### config.mk
export PLATFORM = sky130hd
export DESIGN_NAME = spmv_iter_ctrl
export DESIGN_NICKNAME = d
export VERILOG_FILES = /design/src/rtl/spmv_ctrl_pkg.sv /design/src/rtl/spmv_ctrl_watchdog.sv /design/src/rtl/spmv_iter_ctrl.sv
export SDC_FILE = /design/constraint.sdc
export NUM_CORES = 1
export LEC_CHECK = 0
export ABC_AREA = 1
export CAP_MARGIN = 20
export CORE_ASPECT_RATIO = 1.2
export CORE_UTILIZATION = 58
export CTS_BUF_LIST = sky130_fd_sc_hd__clkbuf_4 sky130_fd_sc_hd__clkbuf_8
export CTS_CLUSTER_DIAMETER = 60
export DETAILED_ROUTE_END_ITERATION = 8
export PLACE_DENSITY = 0.88
export SYNTH_ARGS = -nofsm -noshare
export SYNTH_HDL_FRONTEND = slang
export SYNTH_SLANG_ARGS = --single-unit
export TNS_END_PERCENT = 100
### constraint.sdc
create_clock -name clk -period 3.15 [get_ports clk]
set_input_delay 0.945 -clock clk [delete_from_list [all_inputs] [get_ports clk]]
set_output_delay 0.945 -clock clk [all_outputs]
set_load 0.02 [all_outputs]
### src/rtl/spmv_ctrl_pkg.sv
// Shared state encoding and completion status codes for the SpMV iteration sequencer.
package spmv_ctrl_pkg;

   typedef enum logic [2:0] {
      IDLE,
      LOAD,
      RUN,
      SWAP,
      FINISH
   } state_t;

   localparam int STATUS_WIDTH = 2;

   localparam logic [STATUS_WIDTH-1:0] STATUS_OK      = 2'd0;
   localparam logic [STATUS_WIDTH-1:0] STATUS_ABORT   = 2'd1;
   localparam logic [STATUS_WIDTH-1:0] STATUS_TIMEOUT = 2'd2;

endpackage

### src/rtl/spmv_ctrl_watchdog.sv
// Per-kernel-run watchdog: counts enabled cycles since the last clear and flags the
// final allowed cycle. With TIMEOUT_CYCLES == 0 the counter is absent and expired stays low.
module spmv_ctrl_watchdog #(
   parameter int TIMEOUT_CYCLES = 0,
   parameter int TIMEOUT_WIDTH  = 32
) (
   input  logic clk,
   input  logic rst,
   input  logic clear,
   input  logic enable,
   output logic expired
);

   generate
      if (TIMEOUT_CYCLES > 0) begin : g_wdog
         localparam logic [TIMEOUT_WIDTH-1:0] LAST = TIMEOUT_WIDTH'(TIMEOUT_CYCLES - 1);

         logic [TIMEOUT_WIDTH-1:0] count_reg;

         always_ff @(posedge clk) begin
            if (rst || clear) begin
               count_reg <= '0;
            end else if (enable && (count_reg != LAST)) begin
               count_reg <= count_reg + TIMEOUT_WIDTH'(1);
            end
         end

         // Fires during the TIMEOUT_CYCLES-th enabled cycle so the run lasts exactly that long.
         assign expired = enable && (count_reg == LAST);
      end else begin : g_off
         localparam int unused_width = TIMEOUT_WIDTH;
         logic unused_inputs;
         assign unused_inputs = ^{clk, rst, clear, enable};
         assign expired       = 1'b0;
      end
   endgenerate

endmodule

### src/rtl/spmv_iter_ctrl.sv
// Sequences N SpMV iterations: DMA replay request, kernel run, ping-pong flip, completion status.
// Optional performance counters are compiled in with SPMV_ITER_CTRL_PERF_EN.
module spmv_iter_ctrl
   import spmv_ctrl_pkg::*;
#(
   parameter int ITER_WIDTH     = 16,
   parameter int TIMEOUT_CYCLES = 0,
   parameter int TIMEOUT_WIDTH  = 32
) (
   input  logic                    clk,
   input  logic                    rst,
   input  logic                    start,
   input  logic                    abort,
   input  logic [ITER_WIDTH-1:0]   num_iters,
   output logic                    busy,
   output logic                    done,
   output logic [STATUS_WIDTH-1:0] status,
   output logic [ITER_WIDTH-1:0]   iter_count,
   output logic                    result_bank,
   output logic                    ping,
   output logic                    kernel_en,
   input  logic                    kernel_done,
   output logic                    dma_req,
`ifdef SPMV_ITER_CTRL_PERF_EN
   output logic [31:0]             perf_cycles,
   output logic [31:0]             perf_stall,
`endif
   input  logic                    dma_ack
);

   state_t                  state_reg, state_next;
   logic [ITER_WIDTH-1:0]   target_reg, target_next;
   logic [ITER_WIDTH-1:0]   iter_reg, iter_next;
   logic                    ping_reg, ping_next;
   logic [STATUS_WIDTH-1:0] status_reg, status_next;
   logic                    bank_reg, bank_next;
   logic [ITER_WIDTH:0]     iter_plus;
   logic                    timeout_hit;

   spmv_ctrl_watchdog #(
      .TIMEOUT_CYCLES(TIMEOUT_CYCLES),
      .TIMEOUT_WIDTH (TIMEOUT_WIDTH)
   ) u_watchdog (
      .clk    (clk),
      .rst    (rst),
      .clear  (state_reg != RUN),
      .enable (state_reg == RUN),
      .expired(timeout_hit)
   );

   // One extra bit so the terminal compare cannot wrap at the top of the range.
   assign iter_plus = {1'b0, iter_reg} + {{ITER_WIDTH{1'b0}}, 1'b1};

   always_comb begin
      state_next  = state_reg;
      target_next = target_reg;
      iter_next   = iter_reg;
      ping_next   = ping_reg;
      status_next = status_reg;
      bank_next   = bank_reg;
      case (state_reg)
         IDLE: begin
            if (start) begin
               target_next = num_iters;
               iter_next   = '0;
               ping_next   = 1'b0;
               if (num_iters == '0) begin
                  state_next  = FINISH;
                  status_next = STATUS_OK;
                  bank_next   = 1'b0;
               end else begin
                  state_next = LOAD;
               end
            end
         end
         LOAD: begin
            if (abort) begin
               state_next  = FINISH;
               status_next = STATUS_ABORT;
               bank_next   = ping_reg;
            end else if (dma_ack) begin
               state_next = RUN;
            end
         end
         RUN: begin
            if (abort) begin
               state_next  = FINISH;
               status_next = STATUS_ABORT;
               bank_next   = ping_reg;
            end else if (kernel_done) begin
               state_next = SWAP;
            end else if (timeout_hit) begin
               state_next  = FINISH;
               status_next = STATUS_TIMEOUT;
               bank_next   = ping_reg;
            end
         end
         SWAP: begin
            // Abort here wins over the flip: the bank still holds the last finished iterate.
            if (abort) begin
               state_next  = FINISH;
               status_next = STATUS_ABORT;
               bank_next   = ping_reg;
            end else begin
               ping_next = ~ping_reg;
               iter_next = (&iter_reg) ? iter_reg : iter_plus[ITER_WIDTH-1:0];
               if (iter_plus == {1'b0, target_reg}) begin
                  state_next  = FINISH;
                  status_next = STATUS_OK;
                  bank_next   = ~ping_reg;
               end else begin
                  state_next = LOAD;
               end
            end
         end
         FINISH: begin
            state_next = IDLE;
         end
         default: begin
            state_next = IDLE;
         end
      endcase
   end

   always_ff @(posedge clk) begin
      if (rst) begin
         state_reg  <= IDLE;
         target_reg <= '0;
         iter_reg   <= '0;
         ping_reg   <= 1'b0;
         status_reg <= STATUS_OK;
         bank_reg   <= 1'b0;
      end else begin
         state_reg  <= state_next;
         target_reg <= target_next;
         iter_reg   <= iter_next;
         ping_reg   <= ping_next;
         status_reg <= status_next;
         bank_reg   <= bank_next;
      end
   end

   assign busy        = (state_reg != IDLE);
   assign done        = (state_reg == FINISH);
   assign dma_req     = (state_reg == LOAD);
   assign kernel_en   = (state_reg == RUN);
   assign status      = status_reg;
   assign iter_count  = iter_reg;
   assign result_bank = bank_reg;
   assign ping        = ping_reg;

`ifdef SPMV_ITER_CTRL_PERF_EN
   logic [31:0] perf_cycles_reg;
   logic [31:0] perf_stall_reg;

   always_ff @(posedge clk) begin
      if (rst) begin
         perf_cycles_reg <= '0;
         perf_stall_reg  <= '0;
      end else if ((state_reg == IDLE) && start) begin
         perf_cycles_reg <= '0;
         perf_stall_reg  <= '0;
      end else begin
         if (busy) begin
            perf_cycles_reg <= perf_cycles_reg + 32'd1;
         end
         if ((state_reg == LOAD) && !dma_ack) begin
            perf_stall_reg <= perf_stall_reg + 32'd1;
         end
      end
   end

   assign perf_cycles = perf_cycles_reg;
   assign perf_stall  = perf_stall_reg;
`endif

endmodule

## Yosys cells after proc, flatten, opt, wreduce, memory -nomap -nowiden

Index checks and enable logic that the tools add are counted.

| storage, ports and cells | value |
|---|---|
| bits in registers | 39 |
| bits in latches | 0 |
| bits in writable memories | 0 |
| memory bits (read-only) | 0 |
| output and inout port bits | 24 |
| word-level logic and storage cells | 61 |
| memories kept | 0 |

| operators by class | value |
|---|---|
| add/sub/neg operators | 1 |
| $mul | 0 |
| divide/modulo/power cells | 0 |
| magnitude comparators | 0 |
| equality and inequality tests | 13 |
| shift operators | 0 |
| mux-type cells | 28 |
| bitwise operators | 1 |
| reduce and logical (&&, ||, !) cells | 12 |

Operators by type and width:

| cell | count |
|---|---|
| $mux W16 | 3 |
| $pmux W16 S2 | 1 |
| $mux W3 | 8 |
| $add A16 B1 Y17 const B | 1 |
| $eq A17 B16 Y1 | 1 |
| $logic_not A16 Y1 | 1 |
| $reduce_and A16 Y1 | 1 |
| $pmux W3 S4 | 1 |
| $mux W2 | 5 |
| $ne A2 B2 Y1 const B | 4 |
| $mux W1 | 7 |
| $eq A3 B2 Y1 const B | 2 |
| $ne A3 B2 Y1 const B | 2 |
| $pmux W2 S3 | 1 |
| $reduce_and A3 Y1 | 2 |
| $reduce_bool A3 Y1 | 2 |
| $reduce_and A5 Y1 | 1 |
| $reduce_and A4 Y1 | 1 |
| $eq A3 B1 Y1 const B | 1 |
| $eq A3 B3 Y1 const B | 1 |
| $logic_not A3 Y1 | 1 |
| $ne A3 B3 Y1 const B | 1 |
| $pmux W1 S3 | 1 |
| $ne A2 B1 Y1 const B | 1 |
| 5 further kinds | 5 |

## Depth between registers and ports, before layout

| depth | value |
|---|---|
| depth in word-level cells | 5 |
| gate-level depth with buffers | 19 |

## Modules after synthesis

From an unflattened synthesis, not the netlist that was laid out.

| unflattened totals | value |
|---|---|
| cells, all modules | 370 |
| area total of the unflattened synthesis | 2368.5 µm² |

By module, submodules not included:

| module | instances | cells an instance | area an instance (µm²) |
|---|---|---|---|
| spmv_iter_ctrl | 1 | 368 | 2357.3 |
| spmv_ctrl_watchdog | 1 | 2 | 11.3 |

## Worst setup path after synthesis

OpenSTA, ideal clock, no wires.

| timing | value |
|---|---|
| path kind | flip-flop to output port |
| start point | register state_reg[0] |
| end point | output port dma_req |
| arrival | 1068 ps |
| path slack | 1137 ps |
| stages on the path, launching flop included | 3 |
| path buffers | 0 |
| path through | dfxtp_1 -> inv_1 -> nor3_1 |

| on the way | value |
|---|---|
| longest elaborated chain between the ends | 1 |

Ends and longest elaborated chain:

| what | RTL line | source |
|---|---|---|
| from (decl) | spmv_iter_ctrl.sv:31 | `state_t state_reg, state_next;` |
| from (signal assigned) | spmv_iter_ctrl.sv:134 | `state_reg <= state_next;` |
| $eq A3 B1 Y1 | spmv_iter_ctrl.sv:145 | `assign dma_req = (state_reg == LOAD);` |
| to (decl) | spmv_iter_ctrl.sv:23 | `output logic dma_req,` |

Every way passes these cells.

## Final worst setup path

Ends and elaborated chain as after synthesis.

==> reports/metrics.csv <==
stage,metric,value,unit
power_and_ir_drop,powerDensity,554.8,nW/um^2
logic_synthesis,synth_cells,366,
detailed_routing,drt_iter0_markers,186,
power_and_ir_drop,leakage,1.087,nW
global_routing,antenna_found_initial,0,
detailed_routing,num_vias,2517,
clock_tree,clk_pin_slew_worst_paths,70,ps
critical_path,critPathKind,reg2out,
logic_synthesis,synth_nets,389,
timing,fin_crit_sh,89.45,%
timing,layout_setup_ws,332.2,ps
timing,fin_worst_skew,3.213,ps
clock_tree,clk_path_buf_depth,2,
timing,final-hold-violation-count,0,
detailed_routing,routedWlPerCell,13.01,um
floorplan,die_area,4253,um^2
final_layout,stdcell_area,2874,um^2
final_layout,fin_cells,461,
detailed_routing,postRouteAntennaNets,0,
floorplan,die_w,59.70,um
logic_synthesis,synth_edf_count,0,
place,place_congestion,0.8396,
place,dp_hpwl,4.460,mm
final_layout,layout.nets,433,
place,port-buffer-count,44,
timing,slew_headroom,59.38,%
timing,finalSetupViolCount,0,
final_layout,diodes,0,
global_routing,grt_max_degree,32,
logic_synthesis,synth.cell_area,2317,um^2
global_routing,grt_pass1_vias,2388,
critical_path,startpoint_type,flop,
critical_path,cp-end-kind,primary output,
critical_path,cpMaxStageDelayCell,clkdlybuf4s50_1,
floorplan,core-area,3724,um^2
timing,clock.fmax,0.3549,GHz
detailed_routing,wirelength,5.998,mm
floorplan,start_util,62.23,%
clock_tree,clock_latency,290,ps
critical_path,critPathRequiredTime,2200,ps
logic_synthesis,synthFlopType,dfxtp_1,
clock_tree,post-cts-setup-buffers,0,
critical_path,critPathMaxFanout,5,
logic_synthesis,ys_seq_area_share,32.83,%
detailed_routing,first_pass_iters,4,
timing,rsz0062_at_grt,no,
critical_path,crit_arrival,1870,ps
critical_path,cpPeakStageDelay,700,ps
clock_tree,holdBufCountCts,0,
power_and_ir_drop,total_power,0.001594,W
timing,worstMarginPinSlew,609.4,ps
floorplan,die_h,71.24,um
floorplan,rows,24,
logic_synthesis,avgSynthCellArea,6.331,um^2
global_routing,grt_pass1_wl,10.16,mm
status,outcome,completed,
place,dp_slack,527.0,ps
timing,finalCriticalPeriod,2818,ps
floorplan,pin_count,46,
detailed_routing,viasPerCell,5.460,
final_layout,area_delta_synth_final,24.03,%
timing,final.setup.tns,0,ps
power_and_ir_drop,peakVddDrop,609.1,uV
min_path,hold_path_class,reg2reg,
global_routing,grt.total_usage,31.36,%
final_layout,final_cell_mix,"nand2_1 (103), inv_1 (48), clkdlybuf4s50_1 (44), nand3_1 (38), dfxtp_1 (38)",
logic_synthesis,async_flop_share,0,%
timing,timing.final.max_slew_violations,0,
place,place_area,2791,um^2
final_layout,final_layout_size_suffix_gt1_share,8.313,%
clock_tree,h-tree-depth,2,
global_routing,grt_overflow_total,0,
clock_tree,cts_root_buf,clkbuf_8,
final_layout,final_common_cell,nand2_1,
clock_tree,ctsResizeCount,0,
clock_tree,tritoncts,yes,
critical_path,worstPathCellList,"inv_1, nor3_1, clkdlybuf4s50_1",
logic_synthesis,ys_ff_latch,38,
clock_tree,clock_sinks,38,
logic_synthesis,yosys_warnings,0,
clock_tree,cts_buffers,5,
flow_run,cap_violations,0,
detailed_routing,drc,0,
logic_synthesis,ys_types,35,
place,dp_cells,455,
## cell usage after synthesis, types with 2 or more instances
master	instances	area share, %
dfxtp_1	38	33
nor2_2	3	0.81
inv_1	48	7.8
nor2_4	4	1.9
nor3_1	4	0.86
nor2_1	27	4.4
nor4_1	4	1.1
nand4_1	7	1.9
nor3_2	2	0.86
clkbuf_1	6	0.97
nand3_2	3	1.3
a21oi_1	33	7.1
nand2_2	6	1.6
nand2_1	103	17
o21ai_0	17	3.7
xor2_1	2	0.76
buf_4	2	0.65
nand3_1	38	8.2
a21oi_2	3	1.1
## layer usage
layer	up-vias	global-route usage, %	share of wire [%]
met2	98	53.58	50
li1	1275	-	-
met5	-	0	0
met3	23	7.220	6.9
met1	1121	36.29	40
met4	0	14.47	3.2
## path summary, 6_finish.rpt
kind,start,endpoint,slack (ps),cells after the start
setup reg to reg,iter_count[0],iter_count[0],670,10
hold reg to reg,target_reg[5],target_reg[5],470,2
setup / recovery,state_reg[0],dma_req,330,3
hold / removal,target_reg[5],target_reg[5],470,2
## worst max-delay path: cells and delay by family, from the launching register on
| kind | cells | cell delay (ps) |
|---|---|---|
| buffers and inverters | 2 | 790 |
| flip-flops | 1 | 390 |
| AND/OR/NAND/NOR | 1 | 400 |
## final cells by class
cell class / count / area (um^2)
Clock buffer: 6 / 82.58
Fill cell: 318 / 849.6
Inverter: 50 / 187.7
Multi-Input combinational cell: 268 / 1315
Sequential cell: 38 / 760.7
Tap cell: 52 / 65.06
Timing Repair Buffer: 47 / 462.9
## metrics by stage
step | util [%] | hold slack, ps
3_5_place_dp | 74.97 | 463.4
6_report | 77.18 | 474.1
2_1_floorplan | - | 443.9
3_3_place_gp | 74.97 | 456.6
4_1_cts | 77.18 | 473.5
5_1_grt | 77.18 | 491.7
## cell families (layout without fill, tap and decap cells)
kind of cell | after synthesis | in the layout | synth area share (%)
DFF | 38 | 38 | 32.83
and+or+nand+nor | 205 | 205 | 41.09
adders and majority gates | 1 | 1 | 0.5399
buffers and inverters | 60 | 103 | 10.42
other | 1 | 1 | 0.1618
AOI/OAI and AO/OA | 58 | 58 | 13.82
xor gates and xnor gates | 3 | 3 | 1.134
## power breakdown
| part | switching [W] | leakage [nW] | internal [W] |
|---|---|---|---|
| registers | 0.0000548 | 0.310 | 0.000568 |
| clock network | 0.000167 | 0.0431 | 0.000169 |
| logic | 0.000391 | 0.734 | 0.000244 |
| total | 0.000613 | 1.09 | 0.000981 |
Note: power is estimated with default switching activity, not from simulation.
